File: config.mk
export PLATFORM = sky130hd
export DESIGN_NAME = led_pattern_gen
export DESIGN_NICKNAME = d
export VERILOG_FILES = /design/src/rtl/led_pattern_gen.sv
export SDC_FILE = /design/constraint.sdc
export NUM_CORES = 1
export LEC_CHECK = 0
export ABC_AREA = 1
export CORE_UTILIZATION = 63
export CTS_CLUSTER_SIZE = 28
export DETAILED_ROUTE_END_ITERATION = 10
export PLACE_DENSITY = 0.86
export SLEW_MARGIN = 20
export SYNTH_ARGS = -nofsm -noshare
export SYNTH_HDL_FRONTEND = slang
export SYNTH_SLANG_ARGS = --single-unit
File: constraint.sdc
create_clock -name clk -period 3.55 [get_ports clk]
set_input_delay 0.8875 -clock clk [delete_from_list [all_inputs] [get_ports clk]]
set_output_delay 0.8875 -clock clk [all_outputs]
set_load 0.03 [all_outputs]
File: src/rtl/led_pattern_gen.sv
// Multi-channel LED pattern generator: per-channel OFF / ON / BLINK / BREATHE
// modes driven from a shared PWM counter and per-channel period counters.
module led_pattern_gen #(
   parameter int CHANNELS = 4,
   parameter int CNT_W    = 25,
   parameter int PWM_W    = 8
) (
   input  logic                clk,
   input  logic                rst,
   input  logic                cfg_valid,
   output logic                cfg_ready,
   input  logic [3:0]          cfg_chan,
   input  logic [1:0]          cfg_mode,
   input  logic [CNT_W-1:0]    cfg_period,
   input  logic [PWM_W-1:0]    cfg_level,
   output logic [CHANNELS-1:0] led,
   output logic [CHANNELS-1:0] wrap_pulse
);

   typedef enum logic [1:0] {
      MODE_OFF     = 2'd0,
      MODE_ON      = 2'd1,
      MODE_BLINK   = 2'd2,
      MODE_BREATHE = 2'd3
   } mode_t;

   localparam logic [PWM_W-1:0] PWM_ONE = PWM_W'(1);
   localparam logic [CNT_W-1:0] CNT_ONE = CNT_W'(1);

   mode_t               mode   [CHANNELS];
   logic [CNT_W-1:0]    period [CHANNELS];
   logic [CNT_W-1:0]    cnt    [CHANNELS];
   logic [PWM_W-1:0]    level  [CHANNELS];
   logic [PWM_W-1:0]    bright [CHANNELS];
   logic [CHANNELS-1:0] phase;
   logic [CHANNELS-1:0] dir;
   logic [PWM_W-1:0]    pwm_cnt;

   logic                cfg_accept;
   logic [CHANNELS-1:0] wrap_now;
   logic [CHANNELS-1:0] led_next;

   // All-ones level is solid on; otherwise a plain duty-cycle compare.
   function automatic logic pwm_on(input logic [PWM_W-1:0] x, input logic [PWM_W-1:0] ramp);
      return (x == '1) || (ramp < x);
   endfunction

   assign cfg_accept = cfg_valid && cfg_ready && (32'(cfg_chan) < CHANNELS);

   always_comb begin
      wrap_now = '0;
      led_next = '0;
      for (int i = 0; i < CHANNELS; i++) begin
         wrap_now[i] = ((mode[i] == MODE_BLINK) || (mode[i] == MODE_BREATHE)) && (cnt[i] == period[i]);
         case (mode[i])
            MODE_ON:      led_next[i] = pwm_on(level[i], pwm_cnt);
            MODE_BLINK:   led_next[i] = phase[i] && pwm_on(level[i], pwm_cnt);
            MODE_BREATHE: led_next[i] = pwm_on(bright[i], pwm_cnt);
            default:      led_next[i] = 1'b0;
         endcase
      end
   end

   // A config write to a channel wins over that channel's counter step, so
   // it also suppresses the wrap that would otherwise happen in that cycle.
   always_ff @(posedge clk) begin
      if (rst) begin
         cfg_ready  <= 1'b0;
         led        <= '0;
         wrap_pulse <= '0;
         pwm_cnt    <= '0;
         phase      <= '0;
         dir        <= '0;
         for (int i = 0; i < CHANNELS; i++) begin
            mode[i]   <= MODE_OFF;
            period[i] <= '0;
            cnt[i]    <= '0;
            level[i]  <= '0;
            bright[i] <= '0;
         end
      end else begin
         cfg_ready <= 1'b1;
         pwm_cnt   <= pwm_cnt + PWM_ONE;
         led       <= led_next;
         for (int i = 0; i < CHANNELS; i++) begin
            if (cfg_accept && (cfg_chan == 4'(i))) begin
               mode[i]       <= mode_t'(cfg_mode);
               period[i]     <= cfg_period;
               level[i]      <= cfg_level;
               cnt[i]        <= '0;
               bright[i]     <= '0;
               phase[i]      <= 1'b0;
               dir[i]        <= 1'b0;
               wrap_pulse[i] <= 1'b0;
            end else begin
               wrap_pulse[i] <= wrap_now[i];
               if ((mode[i] == MODE_BLINK) || (mode[i] == MODE_BREATHE)) begin
                  cnt[i] <= wrap_now[i] ? '0 : cnt[i] + CNT_ONE;
               end else begin
                  cnt[i] <= '0;
               end
               if (wrap_now[i] && (mode[i] == MODE_BLINK)) begin
                  phase[i] <= ~phase[i];
               end
               // Triangle ramp: turn around on reaching the peak or zero.
               if (wrap_now[i] && (mode[i] == MODE_BREATHE) && (level[i] != '0)) begin
                  if (!dir[i]) begin
                     bright[i] <= bright[i] + PWM_ONE;
                     if ((bright[i] + PWM_ONE) == level[i]) dir[i] <= 1'b1;
                  end else begin
                     bright[i] <= bright[i] - PWM_ONE;
                     if ((bright[i] - PWM_ONE) == '0) dir[i] <= 1'b0;
                  end
               end
            end
         end
      end
   end

endmodule

# Word level (Yosys, flattened, before mapping)
# Memory sizes are Yosys's and may differ from the RTL's.
# Index checks and enable logic that the tools add are counted.
# totals
reg_bits	25
mem_bits_rw	272
out_inout_bits	9
wordCells	307
memories	5
# mem_list
memory	words	width	rd	rd_clocked_by_memory_dff	wr	line	source
cnt	4	25	4	0	4	32	logic [CNT_W-1:0] cnt [CHANNELS];
period	4	25	4	0	4	31	logic [CNT_W-1:0] period [CHANNELS];
bright	4	8	4	0	4	34	logic [PWM_W-1:0] bright [CHANNELS];
level	4	8	4	0	4	33	logic [PWM_W-1:0] level [CHANNELS];
mode	4	2	4	0	4	30	mode_t mode [CHANNELS];
# classes
addsub	13
n_lt_le_gt_ge	9
n_eq_ne	31
muxes	143
bitwise	40
n_reduce_logical	51
# op_table
operator	n
$mux 25	20
$mux 8	16
$add 25x1->25 const B	4
$eq 25x25->1	4
$mux 1	99
$eq 8x8->1 const B	8
$lt 8x8->1	8
$add 8x1->8 const B	5
$or 1x1->1	36
$eq 8x8->1	4
$logic_not 8->1	4
$reduce_bool 8->1	4
$sub 8x1->8 const B	4
$logic_and 1x1->1	26
$eq 2x2->1 const B	8
$logic_or 1x1->1	12
$pmux 1 s3	4
$eq 2x1->1 const B	4
$eq 4x2->1 const B	2
$mux 2	4
$reduce_or 2->1	4
$eq 4x1->1 const B	1
$logic_not 4->1	1
$lt 4x3->1 const B	1
$not 1->1	4

# Logic depth before layout (Yosys ltp)
# Gate-level depths: netlist (run 1).
# depth
depth_word	11
depth_mapped	13

# Worst setup path after synthesis (run 1)
# Ideal clock, no wire load.
# synth_timing
path_kind	input -> register
from	input port cfg_chan[3]
to	memory cnt[3][20] (data pin)
arrival_ns	2.911
slack_ns	0.380
path_stages	8
cell_sequence	or2_1 > nor2_2 > nand3_1 > nand2_1 > inv_2 > nand3b_4 > buf_2 > nor2_1
# synth_rtl
item	line	source
start, declared	12	input logic [3:0] cfg_chan,
end, declared	32	

==> impl_metrics.sql, run 1 <==
INSERT INTO impl_metrics (metric_group, metric, value, unit) VALUES
('status', 'run_status', 'finished, final reports clean', ''),
('logic_synthesis', 'post-synth-top-count-cell', 'nand2_1', ''),
('logic_synthesis', 'syn_inst', '2132', ''),
('routing', 'drt_drc_violations_left', '0', ''),
('sta', 'worst_margin_slew', '0.789', 'ns'),
('floorplan', 'std_cell_rows', '61', ''),
('routing', 'route.vias.total', '14900', ''),
('clocking', 'cts.path.max_buffers', '3', ''),
('pwr', 'leakage', '8.95', 'nW'),
('logic_synthesis', 'postSynthAreaPerCell', '8.51', 'µm²'),
('clocking', 'postCtsSetupBuffers', '0', ''),
('routing', 'drtIter0Drc', '1230', ''),
('logic_synthesis', 'netlist.top_cell.by_area', 'edfxtp_1', ''),
('worst_setup_path', 'worstPathArrival', '2.89', 'ns'),
('sta', 'layout_min_cycle_time', '2.65', 'ns'),
('grt', 'grtUsageTotal', '30.9', '%'),
('routing', 'post_drt_wl_per_cell', '16.4', 'µm'),
('place', 'number_of_port_buffers', '50', ''),
('floorplan', 'initial_utilization', '64.6', '%'),
('floorplan', 'die_y', '172', 'µm'),
('logic_synthesis', 'synth.cell_area', '18100', 'µm²'),
('hold_path', 'hold_class', 'reg -> reg', ''),
('worst_setup_path', 'worstSetupEndpointType', 'register', ''),
('pwr', 'power.sequential.fraction', '48.0', '%'),
('routing', 'drt_pass1_iterations', '5', ''),
('grt', 'grt_antenna_before_repair', '0', ''),
('logic_synthesis', 'ys_ff_latch', '297', ''),
('logic_synthesis', 'synth_top_cell_area_share', '45.0', '%'),
('logic_synthesis', 'yosys_warnings', '0', ''),
('place', 'placed_instance_count', '2631', ''),
('logic_synthesis', 'post_synth_num_cell_types', '49', ''),
('clocking', 'cts.sink_count', '297', ''),
('place', 'pre_cts_ws', '0.389', 'ns'),
('pwr', 'total_power_draw', '8.52', 'mW'),
('worst_setup_path', 'cell_by_cell_trace_of_the_critical_path', 'clkdlybuf4s50_1, or2_1, nor2_2, inv_2, nor3_2, inv_1, nand2_4, inv_2, nand3_2, nor2_1', ''),
('cells_and_area', 'final_layout_size_suffix_gt1_share', '7.39', '%'),
('floorplan', 'die-width', '172', 'µm'),
('place', 'place.gp.congestion', '0.905', ''),
('sta', 'timing.final.crit_share', '74.8', '%'),
('worst_setup_path', 'crit_type', 'in -> reg', ''),
('worst_setup_path', 'critical-path-slowest-cell', 'nand3_2', ''),
('logic_synthesis', 'ys_top_cells_by_area', 'edfxtp_1, nand2_1, nor2_1', ''),
('sta', 'slew_violations', '0', ''),
('clocking', 'clock_latency', '0.53', 'ns'),
('hold_path', 'worst_hold_path_endpoint', 'phase[1]', ''),
('sta', 'grt_setup_unrepaired', 'false', ''),
('clocking', 'post_cts.resized_instances', '0', ''),
('sta', 'timing.slew.headroom', '47.3', '%'),
('pwr', 'p_switching', '2.03', 'mW'),
('pwr', 'vdd.ir_drop.worst', '0.000507', 'V'),
('sta', 'timing_hold_violations_final', '0', ''),
('cells_and_area', 'area.growth.synth_to_final', '13.6', '%'),
('floorplan', 'core_region_area', '28100', 'µm²'),
('sta', 'fin_tns_setup', '0', 'ns'),
('logic_synthesis', 'share_of_the_yosys_chip_area_belonging_to_registers', '47.8', '%'),
('grt', 'grt_start_max_net_pins', '40', ''),
('clocking', 'tritoncts', 'done', ''),
('sta', 'timing.final.ws_setup', '0.896', 'ns'),
('grt', 'grt.overflow.total', '0', ''),
('clocking', 'postCtsHoldBufs', '0', ''),
('cells_and_area', 'finalNonFillerCells', '2691', ''),
('pwr', 'cellInternalPower', '6.49', 'mW'),
('logic_synthesis', 'ys_dominant_reg_cell', 'edfxtp_1', ''),
('routing', 'detail_route.wirelength', '44200', 'µm'),
('logic_synthesis', 'synth_top_cells_by_count', 'nand2_1, nor2_1, inv_1, edfxtp_1, nand3_1', ''),
('worst_setup_path', 'worst_reg2reg_setup_slack', '1.20', 'ns'),
('logic_synthesis', 'synth-async-reset-ratio', '0', '%'),
('sta', 'fmax', '377', 'MHz'),
('sta', 'fin_skew', '0.0170', 'ns'),
('floorplan', 'io_pins', '51', ''),
('sta', 'final-setup-viol-count', '0', '');
-- cells by family (layout without fill, tap and decap cells) --
logic type	Yosys count	in the layout	share of synthesized area, %
simple gates	1110	1110	28.1
fa+ha+maj	73	73	5.03
buf+inv	354	436	7.57
compound gates	166	166	5.17
xor+xnor	131	131	6.32
flops	297	297	47.8
other cells	1	100	0.0207
-- area by class of cell --
type / instances / area [µm²]
Multi-Input combinational cell: 1580 / 8480
Sequential cell: 297 / 8670
Clock buffer: 38 / 886
Inverter: 315 / 1180
Fill cell: 2062 / 7480
Tap cell: 378 / 473
Clock inverter: 22 / 324
Timing Repair Buffer: 61 / 596
-- power groups by stage --
| stage | Combinational, mW | Sequential (mW) | Clock [mW] |
|---|---|---|---|
| 2_1_floorplan | 0.440 | 4.10 | 0 |
| 3_3_place_gp | 0.587 | 4.15 | 0 |
| 3_5_place_dp | 0.608 | 4.16 | 0 |
| 4_1_cts | 0.618 | 4.09 | 3.82 |
| 5_1_grt | 0.703 | 4.10 | 3.95 |
| 6_report | 0.628 | 4.09 | 3.80 |
-- layout by cell type (no fill, tap or decap), types with 7 or more instances in the layout --
cell type and count:
nand2_1 425, nor2_1 338, inv_1 300, edfxtp_1 272, nand3_1 127, conb_1 100, xor2_1 76, ha_1 73
a21oi_1 71, nand4_1 57, xnor2_1 55, nor3_1 52, clkdlybuf4s50_1 50, o21ai_0 43, clkbuf_16 34, dfxtp_1 25
inv_2 15, nor2_2 13, o21ai_1 12, nor4_1 12, nor2_4 11, nand2_2 11, nor3_2 10, buf_4 10
nand3_2 9, o21a_1 9, or2_2 8, nand3b_1 8, nor3b_1 8, nand2_4 7, a31oi_1 7, o21ai_2 7
bufinv_16 7
-- critical path: cells and delay by family --
family	cells	cell delay, ns
and+or+nand+nor	6	1.34
buffers and inverters	4	0.65
-- state kept, by name, summed over array words and instances, names as in the netlist --
register,cells
bright,32
cfg_ready,1
cnt,100
dir,4
led,4
level,32
mode,8
period,100
phase,4
pwm_cnt,8
wrap_pulse,4
-- stage by stage --
| step | instance area, µm² | util [%] | hold slack, ns |
|---|---|---|---|
| 6_report | 20600 | 73.4 | 0.484 |
| 5_1_grt | 20600 | 73.4 | 0.524 |
| 4_1_cts | 20600 | 73.4 | 0.483 |
| 3_5_place_dp | 19400 | 69.1 | 0.463 |
| 3_3_place_gp | 19400 | 69.1 | 0.453 |
| 2_1_floorplan | 18500 | - | 0.439 |
-- per-layer routing --
layer	share of wire, %	vias to the layer above	GRT usage (%)
li1	-	7221	-
met1	39	6952	37.1
met2	50	591	54.9
met3	7.0	145	4.53
met4	4.2	0	13.9
met5	0	-	0
-- worst max-delay path by stage --
stage,startpoint,to,slack (ns),cells after the start
after floorplan,cfg_chan[3],cnt[3][20],0.38,8
after global placement,cfg_chan[3],cnt[1][18],0.43,10
after detailed placement,cfg_chan[3],cnt[1][18],0.39,10
after CTS,cfg_chan[3],cnt[1][15],0.89,10
after global routing,cfg_chan[3],cnt[1][15],0.73,10
final,cfg_chan[3],cnt[1][15],0.90,10
No activity file was read; power rests on OpenSTA's default activity.
==> run 2: changes to the inputs <==
==> constraint.sdc (replaced) <==
create_clock -name clk -period 2.6 [get_ports clk]
set_input_delay 0.65 -clock clk [delete_from_list [all_inputs] [get_ports clk]]
set_output_delay 0.65 -clock clk [all_outputs]
set_load 0.03 [all_outputs]
==> impl_metrics.sql, run 2 (synthesis gave the netlist of run 1 again) <==
INSERT INTO impl_metrics (metric_group, metric, value, unit) VALUES
('clocking', 'cts.sink_count', '297', ''),
('worst_setup_path', 'kind_of_launch_point_of_the_worst_setup_path', 'register', ''),
('floorplan', 'initial_utilization', '64.6', '%'),
('routing', 'drt_pass1_iterations', '6', ''),
('sta', 'timing_hold_violations_final', '0', ''),
('cells_and_area', 'net_count_final', '2411', ''),
('clocking', 'postCtsSetupBuffers', '0', ''),
('worst_setup_path', 'crit_type', 'reg -> reg', ''),
('place', 'place.detailed.hpwl', '32800', 'µm'),
('routing', 'drt.antenna.violating_nets', '0', ''),
('sta', 'layout_min_cycle_time', '2.28', 'ns'),
('worst_setup_path', 'worstPathMaxFanout', '7', ''),
('sta', 'fin_tns_setup', '0', 'ns'),
('place', 'place.gp.congestion', '0.916', ''),
('clocking', 'cts_made_buffers', '30', ''),
('routing', 'route.layer.met1.wl', '17100', 'µm'),
('pwr', 'leakage', '8.94', 'nW'),
('place', 'number_of_port_buffers', '50', ''),
('sta', 'slew_violations', '0', ''),
('clocking', 'tritoncts', 'done', ''),
('sta', 'timing.final.crit_share', '87.5', '%'),
('sta', 'final-setup-viol-count', '0', ''),
('routing', 'dr_wl_met3', '3760', 'µm'),
('worst_setup_path', 'worst_reg2reg_setup_slack', '0.32', 'ns'),
('worst_setup_path', 'timing.reg2reg.worst_path_depth', '11', ''),
('routing', 'route.met2.wl', '21800', 'µm'),
('worst_setup_path', 'worst_r2r_endpoint', 'cnt[1][16]', ''),
('floorplan', 'die_area', '29500', 'µm²'),
('grt', 'grt.overflow.total', '0', ''),
('floorplan', 'die_y', '172', 'µm'),
('cells_and_area', 'num_antenna_cells', '0', ''),
('clocking', 'postCtsHoldBufs', '0', ''),
('sta', 'fmax', '439', 'MHz'),
('status', 'run_status', 'finished, final reports clean', ''),
('sta', 'worst_margin_slew', '0.782', 'ns'),
('routing', 'drt_drc_violations_left', '0', ''),
('floorplan', 'core_region_area', '28100', 'µm²'),
('pwr', 'vdd.ir_drop.worst', '0.000565', 'V'),
('clocking', 'clock_latency', '0.56', 'ns'),
('worst_setup_path', 'worstSetupEndpointType', 'register', ''),
('clocking', 'post_cts.resized_instances', '0', ''),
('hold_path', 'worst_hold_startpoint', 'phase[1]', ''),
('sta', 'timing.slew.headroom', '47.8', '%'),
('run', 'cap_violations', '0', ''),
('sta', 'fin_skew', '0.0130', 'ns'),
('sta', 'worst_hold_slack', '0.480', 'ns'),
('grt', 'grt_antenna_before_repair', '0', ''),
('hold_path', 'hold_class', 'reg -> reg', ''),
('clocking', 'cts.path.max_buffers', '3', ''),
('grt', 'vias_in_the_first_global_route', '14500', ''),
('cells_and_area', 'final_layout_size_suffix_gt1_share', '7.33', '%'),
('routing', 'routed_via_density', '5.62', ''),
('routing', 'route.top_layer_used', 'met4', ''),
('clocking', 'path_clk_slew', '0.06', 'ns'),
('worst_setup_path', 'critPathRequiredTime', '2.91', 'ns'),
('routing', 'post_drt_wl_per_cell', '16.5', 'µm'),
('grt', 'grtUsageTotal', '30.7', '%'),
('clocking', 'cts_root_cell', 'clkbuf_16', ''),
('routing', 'detail_route.wirelength', '44500', 'µm'),
('routing', 'route.vias.total', '15200', ''),
('grt', 'first_pass_grt_wire_length', '70400', 'µm'),
('hold_path', 'hold_depth', '2', ''),
('worst_setup_path', 'worstPathArrival', '2.59', 'ns'),
('floorplan', 'std_cell_rows', '61', ''),
('cells_and_area', 'area.growth.synth_to_final', '13.4', '%'),
('cells_and_area', 'top_library_cells_by_usage_in_the_layout_fill_and_taps_aside', 'nand2_1, nor2_1, inv_1', ''),
('floorplan', 'io_pins', '51', ''),
('clocking', 'cts_htree_levels', '1', ''),
('cells_and_area', 'mostFrequentLayoutCell', 'nand2_1', ''),
('sta', 'grt_setup_unrepaired', 'false', ''),
('grt', 'grt_start_max_net_pins', '36', ''),
('floorplan', 'die-width', '172', 'µm'),
('routing', 'drtIter0Drc', '1511', ''),
('pwr', 'powerDensity', '528', 'nW/µm²'),
('worst_setup_path', 'worst_r2r_startpoint', 'cnt[1][0]', ''),
('hold_path', 'worst_hold_path_endpoint', 'phase[1]', ''),
('cells_and_area', 'largestRegisters', 'cnt x100, period x100', '');
==> run 2: cell types whose count changed in the layout (fill, tap and decap cells not counted), moves of 2 or more <==
cell,change
bufinv_16,-3
clkbuf_16,-3
clkbuf_8,-2
buf_4,+3
inv_6,-3
clkinv_4,-3
buf_12,+8
clkbuf_1,+2
clkinv_1,+6
==> run 2: worst max-delay path: stages, from the launching register on <==
cell and delay (ns):
edfxtp_1 0.54, ha_1 0.23, nand2_1 0.06, inv_1 0.08, nand2_1 0.08, nor2_2 0.22
nand2_2 0.11, nor3_2 0.26, inv_2 0.14, nor2_4 0.12, xor2_1 0.15, nor2_1 0.05
==> run 2: power by group <==
| part | switching [mW] | internal (mW) |
|---|---|---|
| Clock | 1.83 | 2.56 |
| Combinational | 0.563 | 0.328 |
| Sequential | 0.206 | 5.37 |
| Total | 2.60 | 8.26 |
==> run 2: metal layers <==
layer  vias up  track usage [%]
li1       7247                -
met1      7034             38.1
met2       729             53.8
met3       147             3.59
met4         0             13.4
met5         -                0
==> run 2: through the flow <==
| stage | util (%) | cells | instance area, µm² | total power [mW] | setup slack, ns |
|---|---|---|---|---|---|
| final | 73.2 | 2697 | 20600 | 10.9 | 0.324 |
| after global routing | 73.2 | 2697 | 20600 | 11.2 | 0.166 |
| after CTS | 73.2 | 2697 | 20600 | 10.9 | 0.342 |
| after detailed placement | 69.7 | 2642 | 19600 | 6.54 | 0.0182 |
| after global placement | 69.7 | 2642 | 19600 | 6.50 | 0.0469 |
| after floorplan | - | 2231 | 18500 | 6.19 | 0.0699 |
==> run 2: worst max path at each step <==
stage / startpoint / to / slack [ns] / cells past startpoint
2_1_floorplan: cfg_chan[3] / cnt[3][20] / 0.07 / 8
6_report: cnt[1][0] / cnt[1][16] / 0.32 / 11
3_3_place_gp: cfg_chan[3] / period[0][7] / 0.05 / 8
5_1_grt: cnt[3][9] / bright[3][0] / 0.17 / 8
4_1_cts: led[2] / led[2] / 0.34 / 1
3_5_place_dp: cfg_chan[3] / period[0][5] / 0.02 / 8
==> run 2: area by class of cell <==
type | count | area, µm²
multi-input combinational | 1580 | 8480
inverter | 315 | 1180
clock buffer | 35 | 791
sequential | 297 | 8670
timing repair buffer | 72 | 778
clock inverter | 20 | 200
tap | 378 | 473
fill | 2034 | 7520
==> run 3: changes to the inputs <==
--- a/config.mk
+++ b/config.mk
@@ -6,6 +6,7 @@
 export NUM_CORES = 1
 export LEC_CHECK = 0
 export ABC_AREA = 1
+export CORE_ASPECT_RATIO = 0.5
 export CORE_UTILIZATION = 63
 export CTS_CLUSTER_SIZE = 28
 export DETAILED_ROUTE_END_ITERATION = 10
==> impl_metrics.sql, run 3 (synthesis gave the netlist of run 1 again) <==
INSERT INTO impl_metrics (metric_group, metric, value, unit) VALUES
('pwr', 'total_power_draw', '10.5', 'mW'),
('cells_and_area', 'net_count_final', '2417', ''),
('grt', 'grt_antenna_before_repair', '0', ''),
('cells_and_area', 'mostFrequentLayoutCell', 'nand2_1', ''),
('cells_and_area', 'final_layout_size_suffix_gt1_share', '7.49', '%'),
('worst_setup_path', 'critPathRequiredTime', '2.83', 'ns'),
('pwr', 'powerDensity', '511', 'nW/µm²'),
('place', 'number_of_port_buffers', '50', ''),
('pwr', 'power.share.switching', '25.2', '%'),
('sta', 'timing_hold_violations_final', '0', ''),
('place', 'cell_area_reported_after_detailed_placement', '19600', 'µm²'),
('place', 'place.gp.congestion', '0.929', ''),
('hold_path', 'worst_hold_path_endpoint', 'phase[1]', ''),
('routing', 'drt.antenna.violating_nets', '0', ''),
('pwr', 'p_switching', '2.64', 'mW'),
('cells_and_area', 'finalNonFillerCells', '2706', ''),
('place', 'placed_instance_count', '2654', ''),
('grt', 'first_pass_grt_wire_length', '69500', 'µm'),
('status', 'run_status', 'finished, final reports clean', ''),
('cells_and_area', 'largestRegisters', 'cnt x100, period x100', ''),
('sta', 'timing.slew.headroom', '53.4', '%'),
('grt', 'vias_in_the_first_global_route', '14100', ''),
('clocking', 'path_clk_slew', '0.06', 'ns'),
('sta', 'layout_min_cycle_time', '2.41', 'ns'),
('pwr', 'power_frac_clock', '38.1', '%'),
('sta', 'slew_violations', '0', ''),
('worst_setup_path', 'kind_of_launch_point_of_the_worst_setup_path', 'register', ''),
('cells_and_area', 'finalCoreUtilization', '73.3', '%'),
('sta', 'grt_setup_unrepaired', 'false', ''),
('grt', 'grt_start_max_net_pins', '39', ''),
('routing', 'detail_route.wirelength', '44300', 'µm'),
('sta', 'worst_hold_slack', '0.463', 'ns'),
('clocking', 'clock_latency', '0.57', 'ns'),
('sta', 'timing.final.ws_setup', '0.189', 'ns'),
('sta', 'fin_skew', '0.0125', 'ns'),
('cells_and_area', 'top_library_cells_by_usage_in_the_layout_fill_and_taps_aside', 'nand2_1, nor2_1, inv_1', ''),
('clocking', 'cts_root_cell', 'clkbuf_16', ''),
('worst_setup_path', 'timing.reg2reg.worst_path_depth', '7', ''),
('clocking', 'cts.sink_count', '297', ''),
('worst_setup_path', 'crit_type', 'reg -> reg', ''),
('floorplan', 'io_pins', '51', ''),
('cells_and_area', 'area.growth.synth_to_final', '13.0', '%'),
('pwr', 'combPwrFrac', '8.7', '%'),
('cells_and_area', 'num-fill-cells', '1977', ''),
('floorplan', 'die_y', '122', 'µm'),
('hold_path', 'hold_depth', '2', ''),
('routing', 'drtIter0Drc', '1358', ''),
('grt', 'grtUsageTotal', '30.0', '%'),
('cells_and_area', 'seq_area', '8670', 'µm²'),
('floorplan', 'initial_utilization', '64.9', '%'),
('pwr', 'power.sequential.fraction', '53.2', '%'),
('cells_and_area', 'num_antenna_cells', '0', ''),
('routing', 'post_drt_wl_per_cell', '16.4', 'µm'),
('worst_setup_path', 'worstPathMaxFanout', '8', ''),
('floorplan', 'std_cell_rows', '43', ''),
('clocking', 'cts.path.max_buffers', '3', ''),
('worst_setup_path', 'worst_r2r_endpoint', 'bright[3][4]', ''),
('clocking', 'post_cts.resized_instances', '0', ''),
('sta', 'worst_margin_slew', '0.698', 'ns'),
('clocking', 'cts_htree_levels', '1', ''),
('clocking', 'postCtsHoldBufs', '0', ''),
('floorplan', 'die_area', '29500', 'µm²'),
('floorplan', 'core_region_area', '28000', 'µm²'),
('sta', 'timing.final.crit_share', '92.7', '%'),
('pwr', 'cellInternalPower', '7.84', 'mW'),
('hold_path', 'hold_class', 'reg -> reg', ''),
('worst_setup_path', 'worst_r2r_startpoint', 'cnt[3][15]', ''),
('routing', 'route.vias.total', '15100', ''),
('pwr', 'leakage', '8.90', 'nW'),
('routing', 'drt_pass1_iterations', '6', ''),
('routing', 'drt_drc_violations_left', '0', ''),
('clocking', 'tritoncts', 'done', ''),
('place', 'place.detailed.hpwl', '31800', 'µm'),
('cells_and_area', 'multiInputGateArea', '8480', 'µm²'),
('run', 'cap_violations', '0', ''),
('sta', 'fmax', '415', 'MHz'),
('grt', 'grt.overflow.total', '0', ''),
('clocking', 'postCtsSetupBuffers', '0', ''),
('sta', 'final-setup-viol-count', '0', ''),
('clocking', 'cts_made_buffers', '28', ''),
('hold_path', 'worst_hold_startpoint', 'phase[1]', ''),
('pwr', 'vdd.ir_drop.worst', '0.000501', 'V'),
('worst_setup_path', 'worst_reg2reg_setup_slack', '0.19', 'ns'),
('place', 'pre_cts_ws', '-0.0779', 'ns'),
('cells_and_area', 'final_area', '20500', 'µm²'),
('floorplan', 'die-width', '242', 'µm'),
('worst_setup_path', 'worstPathArrival', '2.64', 'ns'),
('sta', 'fin_tns_setup', '0', 'ns'),
('routing', 'routed_via_density', '5.57', ''),
('worst_setup_path', 'worstSetupEndpointType', 'register', '');
## run 3: changes by cell type in the layout (fill, tap and decap cells not counted)
cell and change:
clkinv_4 -1, clkbuf_1 -1, clkbuf_16 -3, buf_12 -1, clkinv_8 +2, buf_4 +9, clkbuf_8 +2, clkinvlp_4 +1
bufinv_16 -3, clkinv_2 -2, clkinv_1 +2
## run 3: worst max path at each step
stage,from,to
detailed placement,cfg_chan[2],cnt[0][11]
global placement,cfg_chan[3],cnt[0][11]
floorplan,cfg_chan[3],cnt[3][20]
global route,cnt[3][11],bright[3][7]
CTS,cnt[3][15],bright[3][3]
finish,cnt[3][15],bright[3][4]
## run 3: per-layer routing
| metal | up-vias | global-route usage (%) | share of wire [%] |
|---|---|---|---|
| met1 | 6965 | 38.1 | 40 |
| li1 | 7251 | - | - |
| met3 | 131 | 5.97 | 9.5 |
| met5 | - | 0 | 0 |
| met4 | 0 | 12.1 | 4.1 |
| met2 | 734 | 50.9 | 46 |
## run 3: power by group through the flow
| stage | clock [mW] | combinational (mW) | sequential [mW] |
|---|---|---|---|
| finish | 3.99 | 0.909 | 5.57 |
| global route | 4.16 | 1.01 | 5.59 |
| CTS | 4.00 | 0.890 | 5.57 |
| detailed placement | 0 | 0.875 | 5.67 |
| global placement | 0 | 0.851 | 5.66 |
| floorplan | 0 | 0.602 | 5.59 |
## run 3: critical path: stages, from the launching register on
cell	delay (ns)
edfxtp_1	0.50
xnor2_1	0.23
nand2_1	0.07
nor3_1	0.22
nand3_1	0.13
nor2_2	0.36
nand2_1	0.23
nand2_1	0.33
## run 3: layout make-up
| class | count | area share, % |
|---|---|---|
| Timing Repair Buffer | 80 | 4.03 |
| Tap cell | 382 | 2.33 |
| Clock buffer | 33 | 3.61 |
| Multi-Input combinational cell | 1580 | 41.3 |
| Sequential cell | 297 | 42.3 |
| Clock inverter | 19 | 0.677 |
| Inverter | 315 | 5.76 |
